--- src/rtl/mem_access.sv ---
// mem_access: memory-access stage between execute and writeback.
// Non-memory ops pass straight through in the same cycle. Loads and stores run a
// req/ack transaction on the data bus while holding the core with stallreq.
// The bus is big-endian: byte lane 3 (dbus_sel[3]) is data bits [31:24].
// Optional feature: define MEM_ALIGN_CHECK_EN to flag misaligned halfword/word
// accesses. A flagged access is suppressed and never reaches the bus.
module mem_access (
  input  logic        clk,
  input  logic        rst,
  input  logic [4:0]  ex_wd,
  input  logic        ex_wreg,
  input  logic [31:0] ex_wdata,
  input  logic [31:0] ex_hi,
  input  logic [31:0] ex_lo,
  input  logic        ex_whilo,
  input  logic [7:0]  ex_aluop,
  input  logic [31:0] ex_mem_addr,
  input  logic [31:0] ex_reg2,
  output logic [4:0]  mem_wd,
  output logic        mem_wreg,
  output logic [31:0] mem_wdata,
  output logic [31:0] mem_hi,
  output logic [31:0] mem_lo,
  output logic        mem_whilo,
  output logic        stallreq,
  output logic        dbus_req,
  output logic        dbus_we,
  output logic [31:0] dbus_addr,
  output logic [3:0]  dbus_sel,
  output logic [31:0] dbus_wdata,
  input  logic        dbus_ack,
  input  logic [31:0] dbus_rdata,
  output logic        mem_misalign
);

  localparam logic [7:0] EXE_LB_OP  = 8'b1110_0000;
  localparam logic [7:0] EXE_LH_OP  = 8'b1110_0001;
  localparam logic [7:0] EXE_LW_OP  = 8'b1110_0011;
  localparam logic [7:0] EXE_LBU_OP = 8'b1110_0100;
  localparam logic [7:0] EXE_LHU_OP = 8'b1110_0101;
  localparam logic [7:0] EXE_SB_OP  = 8'b1110_1000;
  localparam logic [7:0] EXE_SH_OP  = 8'b1110_1001;
  localparam logic [7:0] EXE_SW_OP  = 8'b1110_1011;

  typedef enum logic [1:0] {S_IDLE, S_BUS, S_DONE} state_e;

  state_e      state_q;
  logic        req_q, we_q;
  logic [31:0] addr_q, wdata_q, rbuf_q;
  logic [3:0]  sel_q;
  logic [1:0]  off_q;

  logic        is_load, is_store, is_mem, is_half, is_word, misalign, start;
  logic [3:0]  sel_d;
  logic [31:0] wdata_d;

  // Pick the selected lane out of the buffered word and extend it per load type.
  function automatic logic [31:0] load_ext(input logic [7:0] op, input logic [1:0] off,
                                           input logic [31:0] word);
    logic [7:0]  b;
    logic [15:0] h;
    case (off)
      2'b00:   b = word[31:24];
      2'b01:   b = word[23:16];
      2'b10:   b = word[15:8];
      default: b = word[7:0];
    endcase
    h = off[1] ? word[15:0] : word[31:16];
    case (op)
      EXE_LB_OP:  return {{24{b[7]}}, b};
      EXE_LBU_OP: return {24'd0, b};
      EXE_LH_OP:  return {{16{h[15]}}, h};
      EXE_LHU_OP: return {16'd0, h};
      default:    return word;
    endcase
  endfunction

  // Decode the op class, lane enables, replicated store data and alignment.
  always_comb begin
    is_load  = ex_aluop inside {EXE_LB_OP, EXE_LBU_OP, EXE_LH_OP, EXE_LHU_OP, EXE_LW_OP};
    is_store = ex_aluop inside {EXE_SB_OP, EXE_SH_OP, EXE_SW_OP};
    is_mem   = is_load | is_store;
    is_half  = ex_aluop inside {EXE_LH_OP, EXE_LHU_OP, EXE_SH_OP};
    is_word  = ex_aluop inside {EXE_LW_OP, EXE_SW_OP};
    if (is_word) begin
      sel_d   = 4'b1111;
      wdata_d = ex_reg2;
    end else if (is_half) begin
      sel_d   = ex_mem_addr[1] ? 4'b0011 : 4'b1100;
      wdata_d = {2{ex_reg2[15:0]}};
    end else begin
      sel_d   = 4'b1000 >> ex_mem_addr[1:0];
      wdata_d = {4{ex_reg2[7:0]}};
    end
`ifdef MEM_ALIGN_CHECK_EN
    misalign = is_mem & ((is_half & ex_mem_addr[0]) | (is_word & (ex_mem_addr[1:0] != 2'b00)));
`else
    misalign = 1'b0;
`endif
    start = (state_q == S_IDLE) & is_mem & ~misalign;
  end

  // Transaction FSM with registered bus outputs and load buffer.
  always_ff @(posedge clk) begin
    if (rst) begin
      state_q <= S_IDLE;
      req_q   <= 1'b0;
      we_q    <= 1'b0;
      addr_q  <= 32'd0;
      sel_q   <= 4'd0;
      wdata_q <= 32'd0;
      off_q   <= 2'd0;
      rbuf_q  <= 32'd0;
    end else begin
      case (state_q)
        S_IDLE: if (start) begin
          req_q   <= 1'b1;
          we_q    <= is_store;
          addr_q  <= {ex_mem_addr[31:2], 2'b00};
          sel_q   <= sel_d;
          wdata_q <= wdata_d;
          off_q   <= ex_mem_addr[1:0];
          state_q <= S_BUS;
        end
        S_BUS: if (dbus_ack) begin
          rbuf_q  <= dbus_rdata;
          req_q   <= 1'b0;
          state_q <= S_DONE;
        end
        default: state_q <= S_IDLE;
      endcase
    end
  end

  assign dbus_req   = req_q;
  assign dbus_we    = we_q;
  assign dbus_addr  = addr_q;
  assign dbus_sel   = sel_q;
  assign dbus_wdata = wdata_q;

  // Result bundle and stall: pass through by default, gate writes during memory ops.
  always_comb begin
    mem_wd       = ex_wd;
    mem_wreg     = ex_wreg;
    mem_wdata    = ex_wdata;
    mem_hi       = ex_hi;
    mem_lo       = ex_lo;
    mem_whilo    = ex_whilo;
    stallreq     = 1'b0;
    mem_misalign = 1'b0;
    if (rst) begin
      mem_wd    = 5'd0;
      mem_wreg  = 1'b0;
      mem_wdata = 32'd0;
      mem_hi    = 32'd0;
      mem_lo    = 32'd0;
      mem_whilo = 1'b0;
    end else begin
      case (state_q)
        S_IDLE: if (is_mem) begin
          mem_wreg     = 1'b0;
          stallreq     = ~misalign;
          mem_misalign = misalign;
        end
        S_BUS: begin
          mem_wreg = 1'b0;
          stallreq = 1'b1;
        end
        default: begin
          if (is_load) mem_wdata = load_ext(ex_aluop, off_q, rbuf_q);
          else         mem_wreg  = 1'b0;
        end
      endcase
    end
  end

endmodule
--- config.mk ---
export PLATFORM = sky130hd
export DESIGN_NAME = mem_access
export DESIGN_NICKNAME = d
export VERILOG_FILES = /design/src/rtl/mem_access.sv
export SDC_FILE = /design/constraint.sdc
export NUM_CORES = 1
export LEC_CHECK = 0
export ABC_AREA = 1
export ABC_CLOCK_PERIOD_IN_PS = 2800
export CORE_AREA = 2 2 151 153
export DETAILED_ROUTE_END_ITERATION = 12
export DIE_AREA = 0 0 153 155
export PLACE_DENSITY_LB_ADDON = 0.15
export SYNTH_ARGS = -nofsm -noshare
export SYNTH_HDL_FRONTEND = slang
export SYNTH_SLANG_ARGS = --single-unit
--- constraint.sdc ---
create_clock -name clk -period 2.8 [get_ports clk]
set_input_delay 0.7 -clock clk [delete_from_list [all_inputs] [get_ports clk]]
set_output_delay 0.7 -clock clk [all_outputs]
set_load 0.05 [all_outputs]
Yosys cells after proc, flatten, opt, wreduce, memory -nomap -nowiden
Index checks and enable logic that the tools add are counted.

Equality and inequality tests: 13. Shift-type cells: 1. Muxes and demuxes: 28. Bitwise operators: 2. Reduce and logical (&&, ||, !) cells: 12.

Operators with widths (number): $mux W32 (7); $pmux W32 S4 (1); $eq A8 B8 Y1 const B (8); $pmux W8 S3 (1); $mux W16 (1); $mux W4 (3); $mux W1 (8); $pmux W1 S2 (3); $reduce_and A2 Y1 (3); $reduce_bool A3 Y1 (2); $mux W5 (1); $reduce_bool A5 Y1 (1); $eq A2 B1 Y1 const B (2); $logic_not A2 Y1 (2); $mux W2 (2); $ne A2 B2 Y1 const B (2); $pmux W2 S2 (1); $reduce_bool A2 Y1 (2); $shr A4 B2 Y4 const A (1); $reduce_and A3 Y1 (1); $eq A2 B2 Y1 const B (1); $reduce_or A2 Y1 (1); $and A1 B1 Y1 (1); $or A1 B1 Y1 (1).

Bits in registers: 104. Bits of input ports: 210. Output and inout port bits: 175. Word-level logic and storage cells: 64.

Longest topological paths before layout
Gate-level depths: netlist (run 1).

Depth after elaboration: 6. Mapped depth: 11. Mapped depth without buffers: 10.

Least setup slack after synthesis (run 1)
No wires, ideal clock.

Kind: input to output. Start: input port ex_aluop[3]. End: output port mem_wreg. Arrival time: 2.484 ns. Data required time: 2.100 ns. Setup slack: -0.384 ns. Stages: 8. Buffers on the path: 1. Cell sequence: inv_2 nor2_1 o211ai_1 nand2_1 nand2_2 inv_2 buf_2 nor3_1.

Word-level cells in the longest chain between the ends: 6. Elaborated cells on any way between the ends: 15. Those cells by class: 8 x eq/ne; 4 x mux; 1 x bitwise; 2 x reduce/logical.

RTL lines: start: declaration (RTL line 16) `input logic [7:0] ex_aluop,`; $eq A8 B8 Y1, on equally long branches (RTL line 80, 81); $reduce_bool A5 Y1 or $reduce_bool A3 Y1 (tied branches) (RTL line 80, 81); $or A1 B1 Y1 (RTL line 82) `is_mem = is_load | is_store;`; $mux W1 (RTL line 160) `S_IDLE: if (is_mem) begin`; $pmux W1 S2 * (RTL line 159) `case (state_q)`; $mux W1 * (RTL line 151) `if (rst) begin`; end: declaration (RTL line 20) `output logic mem_wreg,`.

Mark *: on every way between the ends. The rest lies on a longest branch, timed or not.

Final worst setup path (run 1)
Start: input port ex_aluop[4]. End: output port mem_wdata[16].

Word-level cells in the longest chain between the ends: 5. Elaborated cells on any way between the ends: 10. Those cells by class: 5 x eq/ne; 4 x mux; 1 x reduce/logical.

RTL lines: $eq A8 B8 Y1, on equally long branches (RTL line 69, 80); $pmux W32 S4 or $reduce_bool A5 Y1 (tied branches) (RTL line 69, 80); $mux W32 * (RTL line 170) `if (is_load) mem_wdata = load_ext(ex_aluop, off_q, rbuf_q);`; $mux W32 * (RTL line 159); $mux W32 * (RTL line 151); end: declaration (RTL line 21) `output logic [31:0] mem_wdata,`.

Marked as above.

==> results of run 1 <==
cell type report:
class,count,area [um^2],area share (%)
repair buffers,441,4630,39.7
multi-input cells,710,3600,30.9
flip-flops and latches,104,2090,17.9
inverters,173,659,5.66
well taps,285,357,3.06
clock buffers,9,225,1.93
clock inverters,7,97.6,0.838
diodes,1,2.50,0.0215
cells by family after synthesis:
family          Yosys count  synth area share (%)
simple gates            504                  33.9
flops                   104                  33.8
other cells               1                0.0609
compound gates          201                  16.7
buf+inv                 237                  15.5
cell usage after synthesis (all sizes together):
| master | number | area share, % |
|---|---|---|
| conb | 1 | 0.061 |
| dfxtp | 104 | 34 |
| inv | 173 | 11 |
| clkbuf | 33 | 2.0 |
| a21oi | 91 | 7.4 |
| nand4 | 3 | 0.51 |
| nand3 | 87 | 7.6 |
| o21ai | 106 | 8.6 |
| buf | 31 | 2.9 |
| nor3 | 1 | 0.081 |
| nor2 | 196 | 12 |
| nand2 | 217 | 13 |
| o211ai | 4 | 0.65 |
per-layer routing:
metal,wire length (um),GRT usage (%)
met4,694,7.36
met5,0,0
met2,12300,34.5
met3,1710,5.10
met1,11500,26.4
registers in the layout (all words and copies together) (netlist names):
register / cells
off_q: 2
dbus_req: 1
dbus_sel: 4
dbus_addr: 30
state_q: 2
dbus_wdata: 32
dbus_we: 1
rbuf_q: 32
repair_timing:
| item | CTS | global route |
|---|---|---|
| gates cloned | 6 | 0 |
| endpoints found under the hold margin | 0 | 0 |
| resized for setup | 90 | 49 |
| hold buffers | 0 | 0 |
| buffers inserted | 17 | 0 |
| pin swaps | 31 | 33 |
| endpoints found under the setup margin | 34 | 32 |
power groups by stage:
stage | clock network, mW | registers, mW | logic, mW
floorplan | 0 | 1.64 | 0.545
global placement | 0 | 1.56 | 1.25
detailed placement | 0 | 1.56 | 1.25
CTS | 1.43 | 1.52 | 1.27
global route | 1.46 | 1.53 | 1.35
finish | 1.38 | 1.52 | 1.28
worst register-to-register path: cells and delay by family, from the launching register on:
family / cells / cell delay (ns)
compound gates: 2 / 0.40
buf+inv: 3 / 0.45
flops: 1 / 0.37
simple gates: 2 / 0.38
final timing paths:
kind                                startpoint        endpoint  slack, ns
worst min-delay path            dbus_wdata[21]  dbus_wdata[21]       0.47
worst max-delay path               ex_aluop[4]   mem_wdata[16]     -0.003
worst min register to register  dbus_wdata[21]  dbus_wdata[21]       0.47
worst max register to register      state_q[1]       rbuf_q[0]       1.08
==> results.json, run 1 <==
{
  "status": "finished, violations left",
  "violations": "negative setup slack",
  "fmax_mhz": 357,
  "drive_gt1_share_pct": 20.2,
  "ios": 385,
  "vias": 7783,
  "tns_ns": -0.00309,
  "holdWs_ns": 0.468,
  "firstDrtPassIters": 5,
  "grt_pass1_vias": 7299,
  "wl_um": 26200,
  "min_period_ns": 2.80,
  "max-slew-margin-rel_pct": 62.2,
  "finClkSkew_ns": 0.00767,
  "antenna_found_initial": 1,
  "clk_latency_ns": 0.36,
  "drtAntennaViolNets": 0,
  "post-route-util_pct": 52.4,
  "post-route-cell-area_um2": 11700,
  "grt_pass1_wl_um": 39600,
  "swShare_pct": 32.9,
  "fillCellCount": 2250,
  "maxCapViolCount": 0,
  "combPwrFrac_pct": 30.6,
  "critPathLaunchType": "primary input",
  "area_growth_pct": 89.4,
  "cts_buffers": 9,
  "core_um2": 22200,
  "syn_avg_cell_area_um2": 5.88,
  "p_per_area_nw_per_um2": 358,
  "grt_max_degree": 81,
  "path_buf_inv": 6,
  "clkPwrFrac_pct": 33.0,
  "most-common-layout-cells": "clkdlybuf4s50_1, nand2_1, nor2_1, inv_1, buf_4",
  "yosysSeqAreaShare_pct": 33.8,
  "syn_inst": 1047,
  "grt_overflow_total": 0,
  "placement_rows": 55,
  "die_y_um": 155,
  "root_buffer": "clkbuf_16",
  "cp_top_family": "buffers and inverters",
  "ys_types": 25,
  "ys.warnings.count": 0,
  "fin_crit_sh_pct": 100,
  "critPathKind": "primary input to output pin",
  "setup_viol": 1,
  "dpl.cell_count": 1694,
  "rsz0062_at_grt": "true",
  "final_common_cell": "clkdlybuf4s50_1",
  "dieArea_um2": 23700,
  "place_congestion": 0.846,
  "crit_chain": "buf_6 -> inv_2 -> nand2_2 -> nor2_4 -> buf_6 -> o211ai_4 -> buf_16 -> buf_12 -> nand2_1 -> nand3_2 -> a21oi_4 -> buf_12",
  "nets": 1649,
  "path_max_fanout": 7,
  "hpwl_um": 19200,
  "drt_iter0_drc": 462,
  "syn-cell-area_um2": 6150,
  "cp_data_required_time_ns": 2.10,
  "leakagePower_nw": 5.21,
  "initial_core_util_pct": 27.7,
  "via_per_inst": 4.50,
  "ir_worst_vdd_uv": 275,
  "path_depth": 12,
  "die_w_um": 153,
  "post-place-ws_ns": -0.436,
  "reg2reg_depth": 7,
  "hp-class": "flop to flop",
  "cts_tree": "done",
  "yosys_register_bits": 104,
  "stdcell_count": 1730,
  "seqPwrFrac_pct": 36.5,
  "setup_ws_ns": -0.00309,
  "switching_power_mw": 1.38,
  "hold_path_depth": 2,
  "port_buffers": 381,
  "drv_slew": 0,
  "max_stage_delay_ns": 0.19,
  "cp-end-kind": "output pin",
  "cp_slowest_cell": "a21oi_4",
  "cts.sinks": 104,
  "worst_pin_slew_ns": 0.565,
  "drc": 0,
  "power.total_mw": 4.18,
  "p_int_mw": 2.80,
  "hold_viol": 0,
  "clkTransAtPathRegs_ns": 0.08,
  "placed_area_um2": 10800,
  "worstPathArrival_ns": 2.10,
  "track_usage_pct": 20.8,
  "ctsLongestPathBuffers": 2,
  "routedWlPerCell_um": 15.1,
  "h-tree-depth": 3
}
Power figures use the tool's default switching activity.
==> inputs of run 2 (changes only) <==
- ABC_CLOCK_PERIOD_IN_PS: 2800 -> unset
- GPL_TIMING_DRIVEN: unset -> 0
==> run 2 against run 1 <==
Effect of this change: the run now ends clean; worst hold slack better by 0.00053 ns; clock skew about the same; design area fell by 2.3%; via count grew 3.1%; setup slack improved by 0.0059 ns; final cell count up 2.7%; non-clock buffer count is 47 higher; flip-flop and latch count did not move; wire length grew 7.1%; critical endpoint is now mem_wdata[0].
==> results.json, run 2 (synthesis results as in run 1) <==
{
  "max_stage_delay_ns": 0.21,
  "grt_pass1_vias": 7453,
  "setup_viol": 0,
  "core_um2": 22200,
  "cts_tree": "done",
  "routedWlPerCell_um": 15.8,
  "ctsLongestPathBuffers": 2,
  "post-place-ws_ns": -1.44,
  "met3_length_um": 2040,
  "r2r-start": "state_q[1]",
  "reg2reg_to": "rbuf_q[15]",
  "ir_worst_vdd_uv": 275,
  "wl_um": 28100,
  "status": "complete, no violations",
  "hpwl_um": 21700,
  "min_to": "dbus_wdata[23]",
  "die_w_um": 153,
  "cts.sinks": 104,
  "firstDrtPassIters": 7,
  "worstPathArrival_ns": 2.10,
  "fin_crit_sh_pct": 99.9,
  "dr_wl_met2_um": 13400,
  "setup_ws_ns": 0.00280,
  "highest_layer": "met4",
  "drc": 0,
  "min_period_ns": 2.80,
  "reg2reg_depth": 8,
  "root_buffer": "clkbuf_16",
  "clk_latency_ns": 0.36,
  "maxCapViolCount": 0,
  "power.total_mw": 4.04,
  "port_buffers": 381,
  "post-route-cell-area_um2": 11400,
  "leakagePower_nw": 5.25,
  "via_per_inst": 4.52,
  "drt_iter0_drc": 494,
  "worst_pin_slew_ns": 0.586,
  "grt_pass1_wl_um": 41800,
  "rrSetupSlack_ns": 0.66,
  "grt_overflow_total": 0,
  "hp-class": "flop to flop",
  "h-tree-depth": 3,
  "placed_area_um2": 10500,
  "cts_buffers": 9,
  "wl_met1_um": 11800,
  "clkTransAtPathRegs_ns": 0.08,
  "nets": 1695,
  "cp_data_required_time_ns": 2.10,
  "drive_gt1_share_pct": 22.6,
  "placement_rows": 55,
  "fmax_mhz": 358,
  "track_usage_pct": 22.2,
  "ios": 385,
  "dieArea_um2": 23700,
  "area_growth_pct": 85.0,
  "drv_slew": 0,
  "finClkSkew_ns": 0.00795,
  "path_max_fanout": 6,
  "drtAntennaViolNets": 0,
  "vias": 8026,
  "antenna_found_initial": 2,
  "hold_viol": 0,
  "critPathLaunchType": "primary input",
  "crit_start": "ex_aluop[4]",
  "place_congestion": 0.911,
  "hold_start": "dbus_wdata[23]",
  "grt_max_degree": 22,
  "cp_slowest_cell": "buf_8",
  "max-slew-margin-rel_pct": 60.8,
  "hold_path_depth": 2,
  "initial_core_util_pct": 27.7,
  "die_y_um": 155,
  "cp-end-kind": "output pin",
  "crit_chain": "buf_6 -> inv_2 -> nand2_2 -> nor2_4 -> buf_12 -> nand3_4 -> buf_8 -> nor2_2 -> nor2_1 -> nand2_1 -> nand2_2 -> a21oi_2 -> buf_6",
  "ctsHoldBuffers": 0,
  "p_per_area_nw_per_um2": 355,
  "rsz0062_at_grt": "true",
  "most-common-layout-cells": "clkdlybuf4s50_1, nand2_1, nor2_1, inv_1, dfxtp_1",
  "final_common_cell": "clkdlybuf4s50_1",
  "critPathKind": "primary input to output pin"
}
## run 2: changes by cell type in the layout (fill, tap and decap cells not counted), sizes merged
cell / before / now
nand3: 89 / 88
bufinv: 1 / 0
clkinv: 4 / 3
diode: 1 / 2
clkbuf: 10 / 39
buf: 172 / 189
inv: 175 / 177
dlymetal6s2s: 0 / 1
## run 2: worst max-delay path by stage
| stage | end |
|---|---|
| final | mem_wdata[0] |
| after global routing | mem_wdata[0] |
| after CTS | mem_wdata[1] |
| after detailed placement | mem_wdata[15] |
| after global placement | mem_wdata[15] |
| after floorplan | mem_wdata[8] |
## run 2: power breakdown
part	switching, mW	internal (mW)	leakage [nW]
Combinational	0.708	0.505	4.26
Sequential	0.0158	1.51	0.841
Clock	0.662	0.641	0.150
## run 2: cell type report
cell class | instances | area (um^2)
fill | 2287 | 10800
timing repair buffer | 427 | 3880
multi-input combinational | 709 | 3650
sequential | 104 | 2080
inverter | 173 | 662
buffer | 61 | 435
tap | 285 | 357
clock buffer | 9 | 225
clock inverter | 7 | 81.3
antenna | 2 | 5.00
## run 2: per-stage QoR
| step | TNS, ns | std cells | utilization, % | hold slack [ns] |
|---|---|---|---|---|
| 2_1_floorplan | -1.78 | 1049 | - | 0.449 |
| 3_3_place_gp | -110.07 | 1715 | 47.3 | 0.452 |
| 3_5_place_dp | -109.56 | 1715 | 47.3 | 0.457 |
| 4_1_cts | -0.0823 | 1755 | 49.4 | 0.468 |
| 5_1_grt | -0.710 | 1777 | 51.2 | 0.504 |
| 6_report | 0 | 1777 | 51.2 | 0.469 |
## run 2: timing repair
item	in CTS	in global routing
gates cloned	4	2
buffers inserted	21	21
pin swaps	33	34
endpoints found under the setup margin	104	61
resized for setup	719	85
## run 2: layer usage
metal | up-vias | track usage, %
met5 | - | 0
met4 | 0 | 7.41
met3 | 45 | 6.21
met2 | 280 | 37.2
met1 | 3587 | 27.4
li1 | 4114 | -
## run 2: worst max-delay path, delay by kind of cell
kind	cells	cell delay (ns)
buf+inv	5	0.66
simple gates	7	0.59
compound gates	1	0.16
==> inputs of run 3 (changes only) <==
- HOLD_SLACK_MARGIN: unset -> 0.06
==> results of run 3 <==
The final DEF is identical to that of run 2; final timing and power are the same.
